--- src/rtl/address_generator.sv ---
// 6502-style addressing-mode decoder and effective-address generator.
// Fetches operand and indirect-pointer bytes over a ready/valid read port, then publishes ea/mode.
module address_generator #(
    parameter int ADDR_WIDTH  = 24,
    parameter int INDEX_WIDTH = 32,
    parameter int PTR_BYTES   = 2,
    parameter int ZP_WRAP     = 1
) (
    input  logic                   clk,
    input  logic                   reset,
    input  logic                   start,
    input  logic [1:0]             cc,
    input  logic [2:0]             bbb,
    input  logic [2:0]             aaa,
    input  logic [ADDR_WIDTH-1:0]  pc,
    input  logic [ADDR_WIDTH-1:0]  dp,
    input  logic [INDEX_WIDTH-1:0] x,
    input  logic [INDEX_WIDTH-1:0] y,
    output logic                   mem_rd,
    output logic [ADDR_WIDTH-1:0]  mem_addr,
    input  logic                   mem_ready,
    input  logic [7:0]             mem_data,
    output logic                   busy,
    output logic                   done,
    output logic [3:0]             mode,
    output logic [ADDR_WIDTH-1:0]  ea,
    output logic [1:0]             operand_bytes
);

    localparam logic [3:0] M_NONE  = 4'd0;
    localparam logic [3:0] M_A     = 4'd1;
    localparam logic [3:0] M_IMM   = 4'd2;
    localparam logic [3:0] M_ZP    = 4'd3;
    localparam logic [3:0] M_ZP_X  = 4'd4;
    localparam logic [3:0] M_ABS   = 4'd5;
    localparam logic [3:0] M_ABS_X = 4'd6;
    localparam logic [3:0] M_ABS_Y = 4'd7;
    localparam logic [3:0] M_IND_X = 4'd8;
    localparam logic [3:0] M_IND_Y = 4'd9;
    localparam logic [3:0] M_ZP_Y  = 4'd10;

    typedef enum logic [1:0] {
        S_IDLE      = 2'd0,
        S_FETCH_OP  = 2'd1,
        S_FETCH_PTR = 2'd2,
        S_COMPUTE   = 2'd3
    } state_t;

    function automatic logic [3:0] decode_mode(input logic [1:0] f_cc,
                                               input logic [2:0] f_bbb,
                                               input logic [2:0] f_aaa);
        logic [3:0] m;
        m = M_NONE;
        case (f_cc)
            2'b01: begin
                case (f_bbb)
                    3'd0:    m = M_IND_X;
                    3'd1:    m = M_ZP;
                    3'd2:    m = M_IMM;
                    3'd3:    m = M_ABS;
                    3'd4:    m = M_IND_Y;
                    3'd5:    m = M_ZP_X;
                    3'd6:    m = M_ABS_Y;
                    default: m = M_ABS_X;
                endcase
            end
            2'b00: begin
                case (f_bbb)
                    3'd0:    m = M_IMM;
                    3'd1:    m = M_ZP;
                    3'd3:    m = M_ABS;
                    3'd5:    m = (f_aaa == 3'd0) ? M_ZP : M_ZP_X;
                    3'd7:    m = (f_aaa == 3'd0 || f_aaa == 3'd4) ? M_ABS : M_ABS_X;
                    default: m = M_NONE;
                endcase
            end
            2'b10: begin
                case (f_bbb)
                    3'd0:    m = M_IMM;
                    3'd1:    m = M_ZP;
                    3'd2:    m = M_A;
                    3'd3:    m = M_ABS;
                    3'd5:    m = (f_aaa == 3'd4 || f_aaa == 3'd5) ? M_ZP_Y : M_ZP_X;
                    3'd7:    m = (f_aaa == 3'd5) ? M_ABS_Y : M_ABS_X;
                    default: m = M_NONE;
                endcase
            end
            default: begin
                case (f_bbb)
                    3'd0:    m = M_IMM;
                    3'd1:    m = M_ZP;
                    3'd3:    m = M_ABS;
                    3'd5:    m = M_ZP_X;
                    3'd7:    m = M_ABS_X;
                    default: m = M_NONE;
                endcase
            end
        endcase
        return m;
    endfunction

    function automatic logic [1:0] bytes_for(input logic [3:0] m);
        case (m)
            M_ZP, M_ZP_X, M_ZP_Y, M_IND_X, M_IND_Y: return 2'd1;
            M_ABS, M_ABS_X, M_ABS_Y:                return 2'd2;
            default:                                return 2'd0;
        endcase
    endfunction

    // Zero-page offset: wraps inside the 256-byte page unless ZP_WRAP is cleared.
    function automatic logic [ADDR_WIDTH-1:0] zp_off(input logic [7:0]             b,
                                                      input logic [INDEX_WIDTH-1:0] r);
        logic [7:0] s;
        s = b + r[7:0];
        if (ZP_WRAP != 0)
            return ADDR_WIDTH'(s);
        return ADDR_WIDTH'(b) + ADDR_WIDTH'(r);
    endfunction

    state_t                  r_state, w_state_nx;
    logic                    r_busy, w_busy_nx;
    logic                    r_done, w_done_nx;
    logic                    r_mem_rd, w_rd_nx;
    logic [ADDR_WIDTH-1:0]   r_mem_addr, w_addr_nx;
    logic [ADDR_WIDTH-1:0]   r_ea, w_ea_nx;
    logic [3:0]              r_mode, w_mode_nx;
    logic [1:0]              r_ob, w_ob_nx;
    logic [1:0]              r_cnt, w_cnt_nx;

    logic [ADDR_WIDTH-1:0]   r_pc, r_dp;
    logic [INDEX_WIDTH-1:0]  r_x, r_y;
    logic [3:0]              r_lmode;
    logic [1:0]              r_lob;
    logic [15:0]             r_opnd;
    logic [23:0]             r_ptr;

    logic [3:0]              w_dec_mode;
    logic [1:0]              w_dec_ob;
    logic                    w_xfer;
    logic [ADDR_WIDTH-1:0]   w_a16, w_ptr, w_ptr_base, w_ea_calc;

    assign w_dec_mode = decode_mode(cc, bbb, aaa);
    assign w_dec_ob   = bytes_for(w_dec_mode);
    assign w_xfer     = r_mem_rd && mem_ready;
    assign w_a16      = ADDR_WIDTH'(r_opnd);
    assign w_ptr      = ADDR_WIDTH'(r_ptr);
    // The pointer base is formed from the zero-page byte arriving on this very edge.
    assign w_ptr_base = (r_lmode == M_IND_X) ? r_dp + zp_off(mem_data, r_x)
                                             : r_dp + ADDR_WIDTH'(mem_data);

    always_comb begin
        w_ea_calc = '0;
        case (r_lmode)
            M_IMM:   w_ea_calc = r_pc;
            M_ZP:    w_ea_calc = r_dp + ADDR_WIDTH'(r_opnd[7:0]);
            M_ZP_X:  w_ea_calc = r_dp + zp_off(r_opnd[7:0], r_x);
            M_ZP_Y:  w_ea_calc = r_dp + zp_off(r_opnd[7:0], r_y);
            M_ABS:   w_ea_calc = w_a16;
            M_ABS_X: w_ea_calc = w_a16 + ADDR_WIDTH'(r_x);
            M_ABS_Y: w_ea_calc = w_a16 + ADDR_WIDTH'(r_y);
            M_IND_X: w_ea_calc = w_ptr;
            M_IND_Y: w_ea_calc = w_ptr + ADDR_WIDTH'(r_y);
            default: w_ea_calc = '0;
        endcase
    end

    always_comb begin
        w_state_nx = r_state;
        w_busy_nx  = r_busy;
        w_done_nx  = 1'b0;
        w_rd_nx    = r_mem_rd;
        w_addr_nx  = r_mem_addr;
        w_ea_nx    = r_ea;
        w_mode_nx  = r_mode;
        w_ob_nx    = r_ob;
        w_cnt_nx   = r_cnt;
        case (r_state)
            S_IDLE: begin
                if (start) begin
                    w_busy_nx = 1'b1;
                    w_cnt_nx  = 2'd0;
                    if (w_dec_ob != 2'd0) begin
                        w_state_nx = S_FETCH_OP;
                        w_rd_nx    = 1'b1;
                        w_addr_nx  = pc;
                    end else begin
                        w_state_nx = S_COMPUTE;
                    end
                end
            end
            S_FETCH_OP: begin
                if (w_xfer) begin
                    if (r_cnt == r_lob - 2'd1) begin
                        w_cnt_nx = 2'd0;
                        if (r_lmode == M_IND_X || r_lmode == M_IND_Y) begin
                            w_state_nx = S_FETCH_PTR;
                            w_addr_nx  = w_ptr_base;
                        end else begin
                            w_state_nx = S_COMPUTE;
                            w_rd_nx    = 1'b0;
                        end
                    end else begin
                        w_cnt_nx  = r_cnt + 2'd1;
                        w_addr_nx = r_mem_addr + ADDR_WIDTH'(1);
                    end
                end
            end
            S_FETCH_PTR: begin
                if (w_xfer) begin
                    if (r_cnt == 2'(PTR_BYTES - 1)) begin
                        w_state_nx = S_COMPUTE;
                        w_rd_nx    = 1'b0;
                    end else begin
                        w_cnt_nx  = r_cnt + 2'd1;
                        w_addr_nx = r_mem_addr + ADDR_WIDTH'(1);
                    end
                end
            end
            S_COMPUTE: begin
                w_ea_nx    = w_ea_calc;
                w_mode_nx  = r_lmode;
                w_ob_nx    = r_lob;
                w_done_nx  = 1'b1;
                w_busy_nx  = 1'b0;
                w_state_nx = S_IDLE;
            end
            default: w_state_nx = S_IDLE;
        endcase
    end

    always_ff @(posedge clk) begin
        if (reset) begin
            r_state    <= S_IDLE;
            r_busy     <= 1'b0;
            r_done     <= 1'b0;
            r_mem_rd   <= 1'b0;
            r_mem_addr <= '0;
            r_ea       <= '0;
            r_mode     <= M_NONE;
            r_ob       <= 2'd0;
            r_cnt      <= 2'd0;
        end else begin
            r_state    <= w_state_nx;
            r_busy     <= w_busy_nx;
            r_done     <= w_done_nx;
            r_mem_rd   <= w_rd_nx;
            r_mem_addr <= w_addr_nx;
            r_ea       <= w_ea_nx;
            r_mode     <= w_mode_nx;
            r_ob       <= w_ob_nx;
            r_cnt      <= w_cnt_nx;
        end
    end

    // Operation context and fetched bytes; only meaningful while busy, so no reset.
    always_ff @(posedge clk) begin
        if (r_state == S_IDLE && start) begin
            r_pc    <= pc;
            r_dp    <= dp;
            r_x     <= x;
            r_y     <= y;
            r_lmode <= w_dec_mode;
            r_lob   <= w_dec_ob;
            r_opnd  <= '0;
            r_ptr   <= '0;
        end
        if (r_state == S_FETCH_OP && w_xfer) begin
            if (r_cnt[0]) r_opnd[15:8] <= mem_data;
            else          r_opnd[7:0]  <= mem_data;
        end
        if (r_state == S_FETCH_PTR && w_xfer) begin
            case (r_cnt)
                2'd0:    r_ptr[7:0]   <= mem_data;
                2'd1:    r_ptr[15:8]  <= mem_data;
                default: r_ptr[23:16] <= mem_data;
            endcase
        end
    end

    assign mem_rd        = r_mem_rd;
    assign mem_addr      = r_mem_addr;
    assign busy          = r_busy;
    assign done          = r_done;
    assign mode          = r_mode;
    assign ea            = r_ea;
    assign operand_bytes = r_ob;

endmodule

--- config.mk ---
export PLATFORM = sky130hd
export DESIGN_NAME = address_generator
export DESIGN_NICKNAME = d
export VERILOG_FILES = /design/src/rtl/address_generator.sv
export SDC_FILE = /design/constraint.sdc
export NUM_CORES = 1
export LEC_CHECK = 0
export CORE_ASPECT_RATIO = 1.75
export CORE_MARGIN = 2
export CORE_UTILIZATION = 50
export DETAILED_ROUTE_END_ITERATION = 8
export PLACE_DENSITY = 0.82
export SYNTH_ARGS = -nofsm -noshare
export SYNTH_HDL_FRONTEND = slang
export SYNTH_SLANG_ARGS = --single-unit
--- constraint.sdc ---
create_clock -name clk -period 5.1 [get_ports clk]
set_clock_uncertainty 0.15 [all_clocks]
set_input_delay 1.275 -clock clk [delete_from_list [all_inputs] [get_ports clk]]
set_output_delay 1.275 -clock clk [all_outputs]
set_load 0.005 [all_outputs]
---- Word level (Yosys, flattened, before mapping) ----
Memory sizes are Yosys's and may differ from the RTL's.
Cells that the tools add are included.
cells by class
  add/subtract/negate cells ............... 16
  equality and inequality tests ........... 34
  mux-type cells .......................... 59
  reductions and logical operators ........ 21
operators with widths
  operator                 count
  $mux W24                 14
  $pmux W24 S9             1
  $add A24 B24 Y24         3
  $add A24 B8 Y24          3
  $pmux W24 S3             1
  $add A16 B24 Y24         2
  $add A8 B24 Y24          2
  $mux W8                  5
  $mux W16                 2
  $pmux W3 S5              2
  $pmux W4 S7              1
  $add A24 B1 Y24 const B  1
  $add A8 B8 Y8            3
  $mux W2                  12
  $pmux W4 S6              1
  $eq A3 B3 Y1 const B     6
  $eq A4 B3 Y1 const B     4
  $ne A2 B2 Y1 const B     8
  $mux W1                  13
  $eq A4 B4 Y1 const B     3
  $pmux W4 S3              1
  $reduce_and A5 Y1        2
  $eq A4 B2 Y1 const B     2
  $pmux W2 S4              1
  23 further kinds         37
word-level totals
  register bits ........................... 203
  memory bits (read-only) ................. 32
  input bits .............................. 132
  word-level logic and storage cells ...... 148
  memories ................................ 1
memory list
  memory            words  width  read ports  clocked after Yosys merged registers in  write ports  line  RTL
  (name not given)  16     2      1           0                                        0            103   case (m)

---- Logic depth before layout (Yosys ltp) ----
An unclocked memory read counts as a cell.
  word-level depth ........................ 10
  depth in mapped cells ................... 24

---- Least setup slack after synthesis ----
No wires, ideal clock.
  path kind ............................... register to register
  start ................................... register r_lmode[2]
  end ..................................... register r_ea[17], in the netlist ea[17]
  library setup time ...................... 117 ps
  arrival ................................. 4568 ps
  required time ........................... 4833 ps
  setup slack ............................. 265 ps
  stages on the path, launching flop included .. 23
  buffers on the path ..................... 1
  period minus slack after synthesis ...... 4835 ps
  cell sequence ........................... edfxtp_1 -> nor2b_1 -> and3b_1 -> clkbuf_1 -> mux2_2 -> ha_1 -> inv_1 -> fa_1 -> nor2b_1 -> o21ai_0 -> nand2b_1 -> a21o_1 -> a21oi_1 -> xnor2_1 -> mux2_2 -> ha_1 -> a31o_2 -> a21oi_2 -> or3_1 -> xnor2_1 -> a222oi_1 -> o221ai_1 -> a22o_1
RTL lines
  item                    line  RTL
  start, declared         132   logic [3:0] r_lmode;
  start signal, assigned  262   r_lmode <= w_dec_mode;
  end signal, assigned    248   r_ea <= w_ea_nx;
  end, declared           125   logic [ADDR_WIDTH-1:0] r_ea, w_ea_nx;

==> qor.log <==
qor: layout.num_antenna_cells 0
qor: routing.top_layer_used met4
qor: synthesis.ys_async_sr_fraction 0%
qor: sta.setup_viol 0
qor: power_and_ir_drop.irDropWorstVdd 0.287 mV
qor: cts.post_cts_hold_buffer_count 0
qor: flow_run.max-cap-violations 0
qor: routing.drt-met1-wl 15.7 mm
qor: sta.worstMarginPinSlew 1.10 ns
qor: layout.layout_area_overhead 24.2%
qor: grt.first_global_vias 12100
qor: power_and_ir_drop.power_leakage 6.02 nW
qor: routing.detailedRoute.firstIterationViolations 1108
qor: status.status finished, final reports clean
qor: critical_path.worst_ep_required_time 5.33 ns
qor: layout.multi_input_area 7720 um2
qor: routing.met3_wirelength 2.93 mm
qor: layout.final-instance-count-excl-fill 1944
qor: sta.final-max-slew-violation-count 0
qor: floorplanning.die_ar 27500 um2
qor: floorplanning.row_count 78
qor: synthesis.synthTopCellsByCount nand2_1, o21ai_0, edfxtp_1, dfxtp_1, nor2_1
qor: min_path.worst_hold_path_type reg2reg
qor: synthesis.synth.avg_cell_area 9.22 um2
qor: floorplanning.core_area 25900 um2
qor: grt.grt_util_all_layers 29.5%
qor: routing.routed_via_density 6.22
qor: grt.global_route_wire_length_before_repair 64.0 mm
qor: critical_path.critPathMaxStageDelay 0.38 ns
qor: critical_path.critical_path.max_fanout 4
qor: sta.number_of_hold_slack_violations_in_the_final_timing_report 0
qor: synthesis.synth_seq_area_share 38.9%
qor: layout.final_cell_utilization_of_the_core 62.8%
qor: grt.antenna_violations_before_repair 0
qor: sta.timing.final.crit_period 5.00 ns
qor: sta.rsz_0062_raised_after_global_routing true
qor: synthesis.synth_most_common_cell nand2_1
qor: sta.final_min_period_over_clock_period 98.0%
qor: cts.clockBufferDepth 3
qor: routing.routed_wirelength 41.9 mm
qor: critical_path.worst-r2r-setup-slack 0.10 ns
qor: power_and_ir_drop.power_per_cell_area 419 nW/um2
qor: sta.fin_worst_hold_slack 0.299 ns
qor: cts.cts-buffers-inserted 21
qor: synthesis.synth-edff-count 102
qor: placed_design.numPlacedInstances 1905
qor: layout.sequential_cell_area 5080 um2
qor: synthesis.synth.top_cells.by_area edfxtp_1, dfxtp_1, ha_1
qor: critical_path.end_kind flip-flop
qor: cts.cts.reportedPaths.clkPinSlew 0.06 ns
qor: critical_path.crit_slowest_cell edfxtp_1
qor: floorplanning.fp.dieH 218 um
qor: sta.slew_headroom 26.7%
qor: layout.post-route-cell-area 16200 um2
qor: grt.global_route_congestion_overflow_total 0
qor: floorplanning.start_util 50.5%
qor: routing.routed-wl-met2 20.6 mm
qor: synthesis.synthesis.yosys.warnings 0
qor: synthesis.synth.largest_area_cell edfxtp_1
qor: grt.grt_max_degree 70
qor: cts.clkSinkCount 203
qor: cts.h-tree-depth 1
qor: layout.final.fill_count 2102
qor: placed_design.port_buffers 172
qor: synthesis.post_synth_instance_area 13100 um2
qor: layout.nNetsFinal 1830
qor: critical_path.critPathArrivalTime 5.23 ns
qor: cts.cts_tree yes
qor: routing.drt_first_pass_iters 6
qor: placed_design.dpl_cell_area 15400 um2
qor: synthesis.syn-num-nets 1638
qor: sta.final.setup.tns 0 ns
qor: synthesis.yosysUniqueCellTypes 82
qor: synthesis.synth.top_cell.area_share 23.4%
qor: synthesis.primary_flip_flop_cell_chosen_by_synthesis_mapping edfxtp_1
qor: floorplanning.chipWidth 126 um
qor: synthesis.register_bit_total_from_synthesis 203
qor: placed_design.gp_congestion 1.00
qor: floorplanning.top_level_ports 189
qor: cts.cts_root_buffer clkbuf_16
qor: routing.routed-via-count 12100
qor: routing.drc_errors 0
qor: routing.drt-wirelength-per-cell 21.5 um
qor: routing.antenna_left 0
qor: layout.layout_cell_share_with_drive_strength_beyond_1 10.3%
qor: critical_path.critical_path.cell_chain nor2b_1 > and3b_2 > mux2_4 > ha_1 > a21oi_2 > a21boi_2 > o21ai_1 > nand2b_1 > a21o_1 > a21oi_1 > xor2_1 > nand2_1 > xnor2_2 > ha_1 > a21o_1 > a31oi_2 > and2_2 > nor3_2 > xnor2_1 > o221ai_1 > a221oi_1 > nor3_1
qor: sta.timing.fmax 0.200 GHz
qor: placed_design.place.detailed.hpwl 30.9 mm
qor: cts.clk-insertion-delay-late 0.53 ns
qor: critical_path.worstSetupPathType reg2reg
qor: synthesis.post_synth_inst_count 1417
qor: critical_path.critPathLaunchType flip-flop
[cells in the final DEF, fill, tap and decap left out, types with 59 or more instances in the layout]
cell type	instances
o21ai_0	107
ha_1	78
a21oi_1	85
nand2_1	178
clkdlybuf4s50_1	171
nor2_1	91
xor2_1	59
buf_4	59
dfxtp_1	101
edfxtp_1	102
[kinds of logic (layout without fill, tap and decap cells)]
group | Yosys count | after routing | share of synthesized area [%]
simple gates | 455 | 455 | 16.5
flops | 203 | 203 | 38.9
xor+xnor | 112 | 112 | 7.50
buf+inv | 106 | 313 | 3.24
mux | 37 | 37 | 3.08
fa+ha+maj | 89 | 89 | 8.86
compound gates | 415 | 415 | 21.9
[sequential cells by signal, summed over array words and instances, names as in the netlist]
signal	cells
r_lmode	4
mem_rd	1
r_x	24
r_lob	2
r_opnd	16
mode	4
r_dp	24
ea	24
busy	1
r_state	2
r_y	24
r_pc	24
r_ptr	24
operand_bytes	2
mem_addr	24
r_cnt	2
done	1
[power breakdown]
| part | internal [mW] | leakage (nW) | switching [mW] | total, mW |
|---|---|---|---|---|
| clock network | 0.877 | 0.323 | 0.652 | 1.53 |
| logic | 1.25 | 3.90 | 1.53 | 2.78 |
| registers | 2.10 | 1.79 | 0.389 | 2.49 |
[layout make-up]
cell class                 count  share of cell area, %
clock buffer                  29                   3.48
clock inverter                 9                  0.586
inverter                      41                  0.963
multi-input combinational   1108                   47.6
sequential                   203                   31.3
tap                          320                   2.47
timing repair buffer         234                   13.6
[critical path: cells and delay by family, from the launching register on]
family,cells,cell delay [ns]
flip-flops,1,0.38
AO/OA/AOI/OAI,9,1.71
AND/OR/NAND/NOR,7,1.02
adder cells (fa/ha/maj),2,0.62
multiplexers,1,0.33
XOR/XNOR,3,0.63
[worst paths after layout]
kind,end,cells past startpoint,from
worst min register to register,ea[16],2,ea[16]
worst max register to register,ea[18],22,r_lmode[2]
worst min-delay path,ea[16],2,ea[16]
worst max-delay path,ea[18],22,r_lmode[2]
[metal layers]
layer | vias to the layer above | global-route usage [%]
met5 | - | 0
met1 | 5700 | 34.7
met3 | 156 | 3.21
met4 | 0 | 17.4
met2 | 584 | 51.5
li1 | 5659 | -
[per-stage QoR]
step	setup WS (ns)	total power, mW
global route	-0.101	7.13
finish	0.103	6.80
detailed placement	-0.260	5.15
floorplan	0.265	4.10
CTS	0.0300	6.70
global placement	-0.229	5.10
[repair_timing]
| item | CTS | global route |
|---|---|---|
| pin swaps | 1 | 8 |
| resized for setup | 1 | 30 |
| endpoints found under the setup margin | 1 | 22 |
| setup buffers | 0 | 1 |
No activity file was read; power rests on OpenSTA's default activity.
